<file path="src/rtl/xor_stream_arbiter_if.sv">
// ---------------------------------------------------------------------------
// xor_stream_arbiter_if
// Bundles the key write port, the two requester streams, the ciphertext
// output stream and the per-channel byte counters of xor_stream_arbiter.
//   key_we/key_sel/key_in     : key write port (key_sel 0 = A, 1 = B)
//   a_valid/a_data/a_ready    : channel A plaintext stream
//   b_valid/b_data/b_ready    : channel B plaintext stream
//   out_valid/out_data/out_src/out_ready : ciphertext stream (out_src 0 = A)
//   cnt_a/cnt_b               : bytes accepted per channel, modulo 256
// Modport slave is the arbiter side; master is the environment side.
// ---------------------------------------------------------------------------
interface xor_stream_arbiter_if #(
    parameter int unsigned WIDTH = 8
);
    logic             key_we;
    logic             key_sel;
    logic [WIDTH-1:0] key_in;

    logic             a_valid;
    logic [WIDTH-1:0] a_data;
    logic             a_ready;

    logic             b_valid;
    logic [WIDTH-1:0] b_data;
    logic             b_ready;

    logic             out_valid;
    logic [WIDTH-1:0] out_data;
    logic             out_src;
    logic             out_ready;

    logic [7:0]       cnt_a;
    logic [7:0]       cnt_b;

    modport slave (
        input  key_we, key_sel, key_in,
        input  a_valid, a_data, b_valid, b_data, out_ready,
        output a_ready, b_ready, out_valid, out_data, out_src, cnt_a, cnt_b
    );

    modport master (
        output key_we, key_sel, key_in,
        output a_valid, a_data, b_valid, b_data, out_ready,
        input  a_ready, b_ready, out_valid, out_data, out_src, cnt_a, cnt_b
    );
endinterface

</file>
<file path="src/rtl/xor_stream_arbiter.sv">
// ---------------------------------------------------------------------------
// xor_stream_arbiter
// Round-robin scheduler for two byte streams sharing one XOR unit. Each
// accepted byte is XORed with its channel's rolling key (rotated left by one
// after every byte) and lands in a one-entry registered output stage.
// Ports:
//   clk  : single clock, rising edge
//   rst  : synchronous, active-high reset
//   bus  : xor_stream_arbiter_if.slave (key port, A/B streams, output, counters)
// ---------------------------------------------------------------------------
module xor_stream_arbiter #(
    parameter int unsigned WIDTH = 8
) (
    input logic                clk,
    input logic                rst,
    xor_stream_arbiter_if.slave bus
);

    logic [WIDTH-1:0] key_a_q, key_a_d;
    logic [WIDTH-1:0] key_b_q, key_b_d;
    logic             out_valid_q, out_valid_d;
    logic [WIDTH-1:0] out_data_q, out_data_d;
    logic             out_src_q, out_src_d;
    logic             last_q, last_d;   // 0 = A, 1 = B granted most recently
    logic [7:0]       cnt_a_q, cnt_a_d;
    logic [7:0]       cnt_b_q, cnt_b_d;

    logic free;
    logic grant_a;
    logic grant_b;

    // Grant depends only on valids, the pointer and slot state, never on data.
    always_comb begin
        free    = !out_valid_q || bus.out_ready;
        grant_a = 1'b0;
        grant_b = 1'b0;
        if (!rst && free) begin
            if (bus.a_valid && bus.b_valid) begin
                if (last_q) grant_a = 1'b1;
                else        grant_b = 1'b1;
            end else if (bus.a_valid) begin
                grant_a = 1'b1;
            end else if (bus.b_valid) begin
                grant_b = 1'b1;
            end
        end
    end

    always_comb begin
        key_a_d     = key_a_q;
        key_b_d     = key_b_q;
        out_valid_d = out_valid_q;
        out_data_d  = out_data_q;
        out_src_d   = out_src_q;
        last_d      = last_q;
        cnt_a_d     = cnt_a_q;
        cnt_b_d     = cnt_b_q;

        if (grant_a) begin
            out_data_d  = bus.a_data ^ key_a_q;
            out_src_d   = 1'b0;
            out_valid_d = 1'b1;
            last_d      = 1'b0;
            key_a_d     = {key_a_q[WIDTH-2:0], key_a_q[WIDTH-1]};
            cnt_a_d     = cnt_a_q + 8'd1;
        end else if (grant_b) begin
            out_data_d  = bus.b_data ^ key_b_q;
            out_src_d   = 1'b1;
            out_valid_d = 1'b1;
            last_d      = 1'b1;
            key_b_d     = {key_b_q[WIDTH-2:0], key_b_q[WIDTH-1]};
            cnt_b_d     = cnt_b_q + 8'd1;
        end else if (bus.out_ready) begin
            out_valid_d = 1'b0;
        end

        // A key write overrides the rotation; the granted byte above already
        // used the old key.
        if (bus.key_we) begin
            if (bus.key_sel) key_b_d = bus.key_in;
            else             key_a_d = bus.key_in;
        end
    end

    always_ff @(posedge clk) begin
        if (rst) begin
            key_a_q     <= '0;
            key_b_q     <= '0;
            out_valid_q <= 1'b0;
            out_data_q  <= '0;
            out_src_q   <= 1'b0;
            last_q      <= 1'b1;
            cnt_a_q     <= 8'd0;
            cnt_b_q     <= 8'd0;
        end else begin
            key_a_q     <= key_a_d;
            key_b_q     <= key_b_d;
            out_valid_q <= out_valid_d;
            out_data_q  <= out_data_d;
            out_src_q   <= out_src_d;
            last_q      <= last_d;
            cnt_a_q     <= cnt_a_d;
            cnt_b_q     <= cnt_b_d;
        end
    end

    assign bus.a_ready   = grant_a;
    assign bus.b_ready   = grant_b;
    assign bus.out_valid = out_valid_q;
    assign bus.out_data  = out_data_q;
    assign bus.out_src   = out_src_q;
    assign bus.cnt_a     = cnt_a_q;
    assign bus.cnt_b     = cnt_b_q;

endmodule

</file>
<file path="src/flat_wrapper.sv">
// flat-port wrapper written by rule: the top's interface ports become plain ports
module xor_stream_arbiter_flat 
#(
    parameter int unsigned WIDTH = 8
)
  (clk, rst, bus_key_we, bus_key_sel, bus_key_in, bus_a_valid, bus_a_data, bus_b_valid, bus_b_data, bus_out_ready, bus_a_ready, bus_b_ready, bus_out_valid, bus_out_data, bus_out_src, bus_cnt_a, bus_cnt_b);
  xor_stream_arbiter_if #(.WIDTH(WIDTH)) bus_i ();
  input logic clk;
  input logic rst;
  input wire logic [$bits(bus_i.key_we)-1:0] bus_key_we;
  input wire logic [$bits(bus_i.key_sel)-1:0] bus_key_sel;
  input wire logic [$bits(bus_i.key_in)-1:0] bus_key_in;
  input wire logic [$bits(bus_i.a_valid)-1:0] bus_a_valid;
  input wire logic [$bits(bus_i.a_data)-1:0] bus_a_data;
  input wire logic [$bits(bus_i.b_valid)-1:0] bus_b_valid;
  input wire logic [$bits(bus_i.b_data)-1:0] bus_b_data;
  input wire logic [$bits(bus_i.out_ready)-1:0] bus_out_ready;
  output wire logic [$bits(bus_i.a_ready)-1:0] bus_a_ready;
  output wire logic [$bits(bus_i.b_ready)-1:0] bus_b_ready;
  output wire logic [$bits(bus_i.out_valid)-1:0] bus_out_valid;
  output wire logic [$bits(bus_i.out_data)-1:0] bus_out_data;
  output wire logic [$bits(bus_i.out_src)-1:0] bus_out_src;
  output wire logic [$bits(bus_i.cnt_a)-1:0] bus_cnt_a;
  output wire logic [$bits(bus_i.cnt_b)-1:0] bus_cnt_b;
  assign bus_i.key_we = bus_key_we;
  assign bus_i.key_sel = bus_key_sel;
  assign bus_i.key_in = bus_key_in;
  assign bus_i.a_valid = bus_a_valid;
  assign bus_i.a_data = bus_a_data;
  assign bus_i.b_valid = bus_b_valid;
  assign bus_i.b_data = bus_b_data;
  assign bus_i.out_ready = bus_out_ready;
  assign bus_a_ready = bus_i.a_ready;
  assign bus_b_ready = bus_i.b_ready;
  assign bus_out_valid = bus_i.out_valid;
  assign bus_out_data = bus_i.out_data;
  assign bus_out_src = bus_i.out_src;
  assign bus_cnt_a = bus_i.cnt_a;
  assign bus_cnt_b = bus_i.cnt_b;
  xor_stream_arbiter #(.WIDTH(WIDTH)) u_core (.clk(clk), .rst(rst), .bus(bus_i));
endmodule
</file>
<file path="config.mk">
export PLATFORM = sky130hd
export DESIGN_NAME = xor_stream_arbiter_flat
export DESIGN_NICKNAME = d
export VERILOG_FILES = /design/src/rtl/xor_stream_arbiter_if.sv /design/src/rtl/xor_stream_arbiter.sv /design/src/flat_wrapper.sv
export SDC_FILE = /design/constraint.sdc
export NUM_CORES = 1
export LEC_CHECK = 0
export CAP_MARGIN = 5
export CELL_PAD_IN_SITES_DETAIL_PLACEMENT = 0
export CELL_PAD_IN_SITES_GLOBAL_PLACEMENT = 1
export CORE_AREA = 4 4 67 131
export DETAILED_ROUTE_END_ITERATION = 16
export DIE_AREA = 0 0 71 135
export PLACE_DENSITY = 0.67
export SYNTH_ARGS = -nofsm -noshare
export SYNTH_HDL_FRONTEND = slang
export SYNTH_SLANG_ARGS = --single-unit
</file>
<file path="constraint.sdc">
create_clock -name clk -period 1.7 [get_ports clk]
set_input_delay 0.425 -clock clk [delete_from_list [all_inputs] [get_ports clk]]
set_output_delay 0.425 -clock clk [all_outputs]
set_load 0.01 [all_outputs]
</file>
* Word level (Yosys, flattened, before mapping) *
Cells that the tools add are included.

word-level totals
  flip-flop bits (word level) = 43
  input bits = 31

cells by class
  $add $sub $neg = 2
  mux-type cells = 23
  bitwise operators = 3
  reductions and logical operators = 9

operator list
  kind                                          count
  two-way mux 8 bit                             9
  adder 8 x 1 -> 8 bit (second input constant)  2
  XOR 8 bit                                     2
  two-way mux 1 bit                             14
  nonzero test 3 bit                            1
  logical AND 1 bit                             2
  zero test 1 bit                               2
  AND reduction 2 bit                           1
  nonzero test 2 bit                            1
  OR reduction 2 bit                            1
  logical OR 1 bit                              1
  NOT 1 bit                                     1

* Logic depth before layout (Yosys ltp) *
  depth after elaboration = 8
  gate-level depth with buffers = 6
  gate-level depth less buffers = 5

* Least setup slack after synthesis *
No wires, ideal clock.

  path kind = input to output
  start point = input port bus_out_ready
  end point = output port bus_a_ready
  arrival time = 1.095 ns
  data required time = 1.275 ns
  setup slack = 0.180 ns
  stages on the path = 4
  path buffers = 1
  cells stage by stage = nand2b_2 > nand4_1 > inv_1 > clkbuf_1

on the way
  cells in the longest elaborated chain, start to end = 3

RTL lines
  item                line                      RTL
  start: declaration  flat_wrapper.sv:17        input wire logic [$bits(bus_i.out_ready)-1:0] bus_out_ready;
  logical OR 1 bit    xor_stream_arbiter.sv:34  free = !out_valid_q || bus.out_ready;
  logical AND 1 bit   xor_stream_arbiter.sv:37  if (!rst && free) begin
  two-way mux 1 bit   xor_stream_arbiter.sv:37
  end: declaration    flat_wrapper.sv:18        output wire logic [$bits(bus_i.a_ready)-1:0] bus_a_ready;

No other way between the ends.

* Final worst setup path *
  start point = register u_core.cnt_b_q[2], in the netlist u_core.bus.cnt_b[2]
  end point = output port bus_cnt_b[2]

RTL lines
  item                      line                       RTL
  start: declaration        xor_stream_arbiter.sv:26   logic [7:0] cnt_b_q, cnt_b_d;
  start signal: assignment  xor_stream_arbiter.sv:103  cnt_b_q <= cnt_b_d;
  end: declaration          flat_wrapper.sv:24         output wire logic [$bits(bus_i.cnt_b)-1:0] bus_cnt_b;

No word-level cell between the ends.

==> insert_results.sql <==
INSERT INTO impl_metrics (metric_group, metric, value, unit) VALUES
('cells_and_area', 'layout_commonest_cell', 'sky130_fd_sc_hd__clkdlybuf4s50_1', ''),
('sta', 'setup_repair_after_global_routing_missed_its_margin', 'false', ''),
('cells_and_area', 'num-fill-cells', '841', ''),
('grt', 'globalRoute.totalOverflow', '0', ''),
('grt', 'maximum_number_of_pins_on_one_net_before_global_route_repair', '28', ''),
('grt', 'globalRouteMet3Util', '2.61', '%'),
('critical_path', 'critical_path.max_stage_delay', '0.56', 'ns'),
('critical_path', 'timing.critical_path.buf_inv', '1', ''),
('cts', 'tritoncts_clock_tree', 'built', ''),
('grt', 'initial_antenna_violation_count', '0', ''),
('sta', 'finalSetupViolations', '0', ''),
('status', 'run_status', 'finished clean', ''),
('synth', 'post_synth_xor_area_fraction', '8.22', '%'),
('die', 'die_w', '71', 'um'),
('critical_path', 'cp_cell_sequence', 'clkdlybuf4s50_1', ''),
('grt', 'grt_first_pass_wirelength', '9210', 'um'),
('sta', 'timing.final.ws_setup', '0.0413', 'ns'),
('critical_path', 'slowest_stage', 'sky130_fd_sc_hd__clkdlybuf4s50_1', ''),
('critical_path', 'timing_worst_setup_path_type', 'register to output pin', ''),
('cells_and_area', 'final-seq-area', '863', 'um^2'),
('critical_path', 'regToRegStartpoint', 'u_core.last_q', ''),
('flow_run', 'max_cap_violations', '0', ''),
('synth', 'yosys.area.top_type', 'sky130_fd_sc_hd__dfxtp_1', ''),
('die', 'die_height', '135', 'um'),
('min_path', 'hold_path_depth', '2', ''),
('sta', 'finalCritPeriodShare', '97.6', '%'),
('synth', 'synth.distinct_cells', '32', ''),
('cts', 'cts_hold_repair.buffers', '0', ''),
('synth', 'post_synth_inst_count', '229', ''),
('critical_path', 'reg2reg_depth', '5', ''),
('die', 'die_area', '9590', 'um^2'),
('sta', 'fmaxAchievable', '603', 'MHz'),
('cts', 'clkLatencyLatePin', '0.28', 'ns'),
('drt', 'vias_per_cell', '4.90', ''),
('drt', 'drt-pass1-iter-count', '4', ''),
('synth', 'share_of_cell_area_taken_by_muxes_after_synthesis', '1.04', '%'),
('drt', 'postRouteAntennaNets', '0', ''),
('cts', 'clk_root_buffer_cell', 'sky130_fd_sc_hd__clkbuf_16', ''),
('place', 'io_port_bufs', '58', ''),
('die', 'core.rowCount', '46', ''),
('grt', 'globalRouteMet1Util', '15.9', '%'),
('critical_path', 'maximum_net_fanout_on_the_critical_path', '5', ''),
('cells_and_area', 'n_antenna_cell', '0', ''),
('synth', 'synth_area_in_compound_gates', '22.0', '%'),
('drt', 'route.detailed.drc', '0', ''),
('place', 'placement.setup.worst_slack', '-0.612', 'ns'),
('synth', 'synth_top_area_share', '44.9', '%'),
('sta', 'tightestPinTransition', '0.315', 'ns'),
('grt', 'busiest_layer', 'met2', ''),
('sta', 'max_slew_margin', '78.7', '%'),
('cts', 'clockBufferDepth', '2', ''),
('min_path', 'whs_endpoint', 'u_core.bus.cnt_a[7]', ''),
('sta', 'slew_viol_final', '0', ''),
('critical_path', 'worst-endpoint-required', '1.27', 'ns'),
('synth', 'yosys.area_share.adder', '1.30', '%'),
('power', 'p_per_area', '857', 'nW/um^2'),
('cells_and_area', 'multi_input_comb_area', '997', 'um^2'),
('drt', 'avgRoutedWirePerCell', '14.4', 'um'),
('cts', 'clk_pin_slew_worst_paths', '0.06', 'ns'),
('cts', 'clock-sinks', '43', ''),
('sta', 'timing_hold_violations_final', '0', ''),
('grt', 'met2_usage', '18.9', '%'),
('grt', 'number_of_global_route_vias_before_repair', '1874', ''),
('sta', 'finalCriticalPeriod', '1.66', 'ns'),
('synth', 'syn_nets', '262', ''),
('synth', 'synth_simple_gate_area_share', '19.1', '%'),
('synth', 'synth_top_family_by_area', 'compound AO/OA/AOI/OAI gates', ''),
('cells_and_area', 'commonest_non_fill_non_tap_cells_in_the_layout', 'sky130_fd_sc_hd__clkdlybuf4s50_1, sky130_fd_sc_hd__nand2_1, sky130_fd_sc_hd__dfxtp_1, sky130_fd_sc_hd__o21ai_0, sky130_fd_sc_hd__a31oi_1', ''),
('critical_path', 'setup.worst_path.end_class', 'output pin', ''),
('cells_and_area', 'nNetsFinal', '331', ''),
('critical_path', 'worst_setup_path_startpoint', 'u_core.bus.cnt_b[2]', '');
-- state kept, by name, indices dropped and copies added (netlist names) --
register,cells
u_core.last_q,1
u_core.bus.cnt_b,8
u_core.bus.out_src,1
u_core.bus.out_valid,1
u_core.key_b_q,8
u_core.bus.out_data,8
u_core.bus.cnt_a,8
u_core.key_a_q,8
-- area by class of cell --
type                       count  area share, %
inverter                       4          0.526
sequential                    43           30.2
clock buffer                   6           4.52
timing repair buffer          74           25.1
multi-input combinational    170           34.9
clock inverter                 2          0.438
tap                           96           4.21
-- repair_timing --
item,CTS,global route
resized for setup,23,3
endpoints found under the setup margin,11,3
buffers inserted,2,0
pin swaps,1,0
-- routing by layer --
metal / up-vias / wire [um]
li1: 952 / -
met1: 911 / 2580
met2: 69 / 2680
met3: 5 / 330
met4: 0 / 94
met5: - / 0
-- worst max-delay path by stage --
stage,cells past startpoint,end
after floorplan,4,bus_a_ready
after global routing,1,bus_cnt_b[0]
after detailed placement,5,bus_a_ready
after global placement,5,bus_a_ready
final,1,bus_cnt_b[2]
after CTS,1,bus_cnt_a[1]
-- cell families after synthesis --
family	Yosys count
XOR/XNOR	18
AO/OA/AOI/OAI	70
AND/OR/NAND/NOR	78
adder cells (fa/ha/maj)	2
buffers and inverters	16
flip-flops	43
multiplexers	2
-- report_power, final --
group / total [uW] / internal, uW / leakage [uW] / switching, uW
Sequential: 1120 / 1070 / 0.000353 / 53.4
Combinational: 389 / 213 / 0.000655 / 176
Clock: 933 / 542 / 0.0000669 / 390
Total: 2450 / 1830 / 0.00108 / 620
-- synthesized netlist by cell type --
library cell               instances
sky130_fd_sc_hd__and4_1            1
sky130_fd_sc_hd__a221o_1           1
sky130_fd_sc_hd__nor3_1            2
sky130_fd_sc_hd__o311ai_0          2
sky130_fd_sc_hd__o31ai_1           4
sky130_fd_sc_hd__nand2b_2          1
sky130_fd_sc_hd__or4_1             2
sky130_fd_sc_hd__a21oi_1           9
sky130_fd_sc_hd__nand4_1           1
sky130_fd_sc_hd__nand3_1           7
sky130_fd_sc_hd__o41ai_1           2
sky130_fd_sc_hd__inv_1             3
sky130_fd_sc_hd__clkbuf_1          7
sky130_fd_sc_hd__xor2_1            8
sky130_fd_sc_hd__buf_1             1
sky130_fd_sc_hd__o21ai_0          27
sky130_fd_sc_hd__nand4_4           1
sky130_fd_sc_hd__xnor2_1          10
sky130_fd_sc_hd__a22oi_1           7
sky130_fd_sc_hd__nand2b_1          2
sky130_fd_sc_hd__nor2_1            5
sky130_fd_sc_hd__and2_1            2
sky130_fd_sc_hd__buf_2             4
sky130_fd_sc_hd__mux2i_1           2
sky130_fd_sc_hd__or2_2             2
sky130_fd_sc_hd__dfxtp_1          43
sky130_fd_sc_hd__a31oi_1          16
sky130_fd_sc_hd__o211ai_1          2
sky130_fd_sc_hd__nand2_1          48
sky130_fd_sc_hd__ha_1              2
sky130_fd_sc_hd__inv_2             1
sky130_fd_sc_hd__or3_1             4
-- metrics by stage --
stage	instance area [um^2]	hold WS [ns]	std cells	TNS [ns]	utilization [%]
finish	2850	0.481	395	0	36.5
global route	2850	0.513	395	0	36.5
CTS	2850	0.489	395	0	36.4
detailed placement	2670	0.480	385	-9.46	34.2
global placement	2670	0.461	385	-7.98	34.2
floorplan	1920	0.465	229	0	-
(Power assumes the default switching activity.)
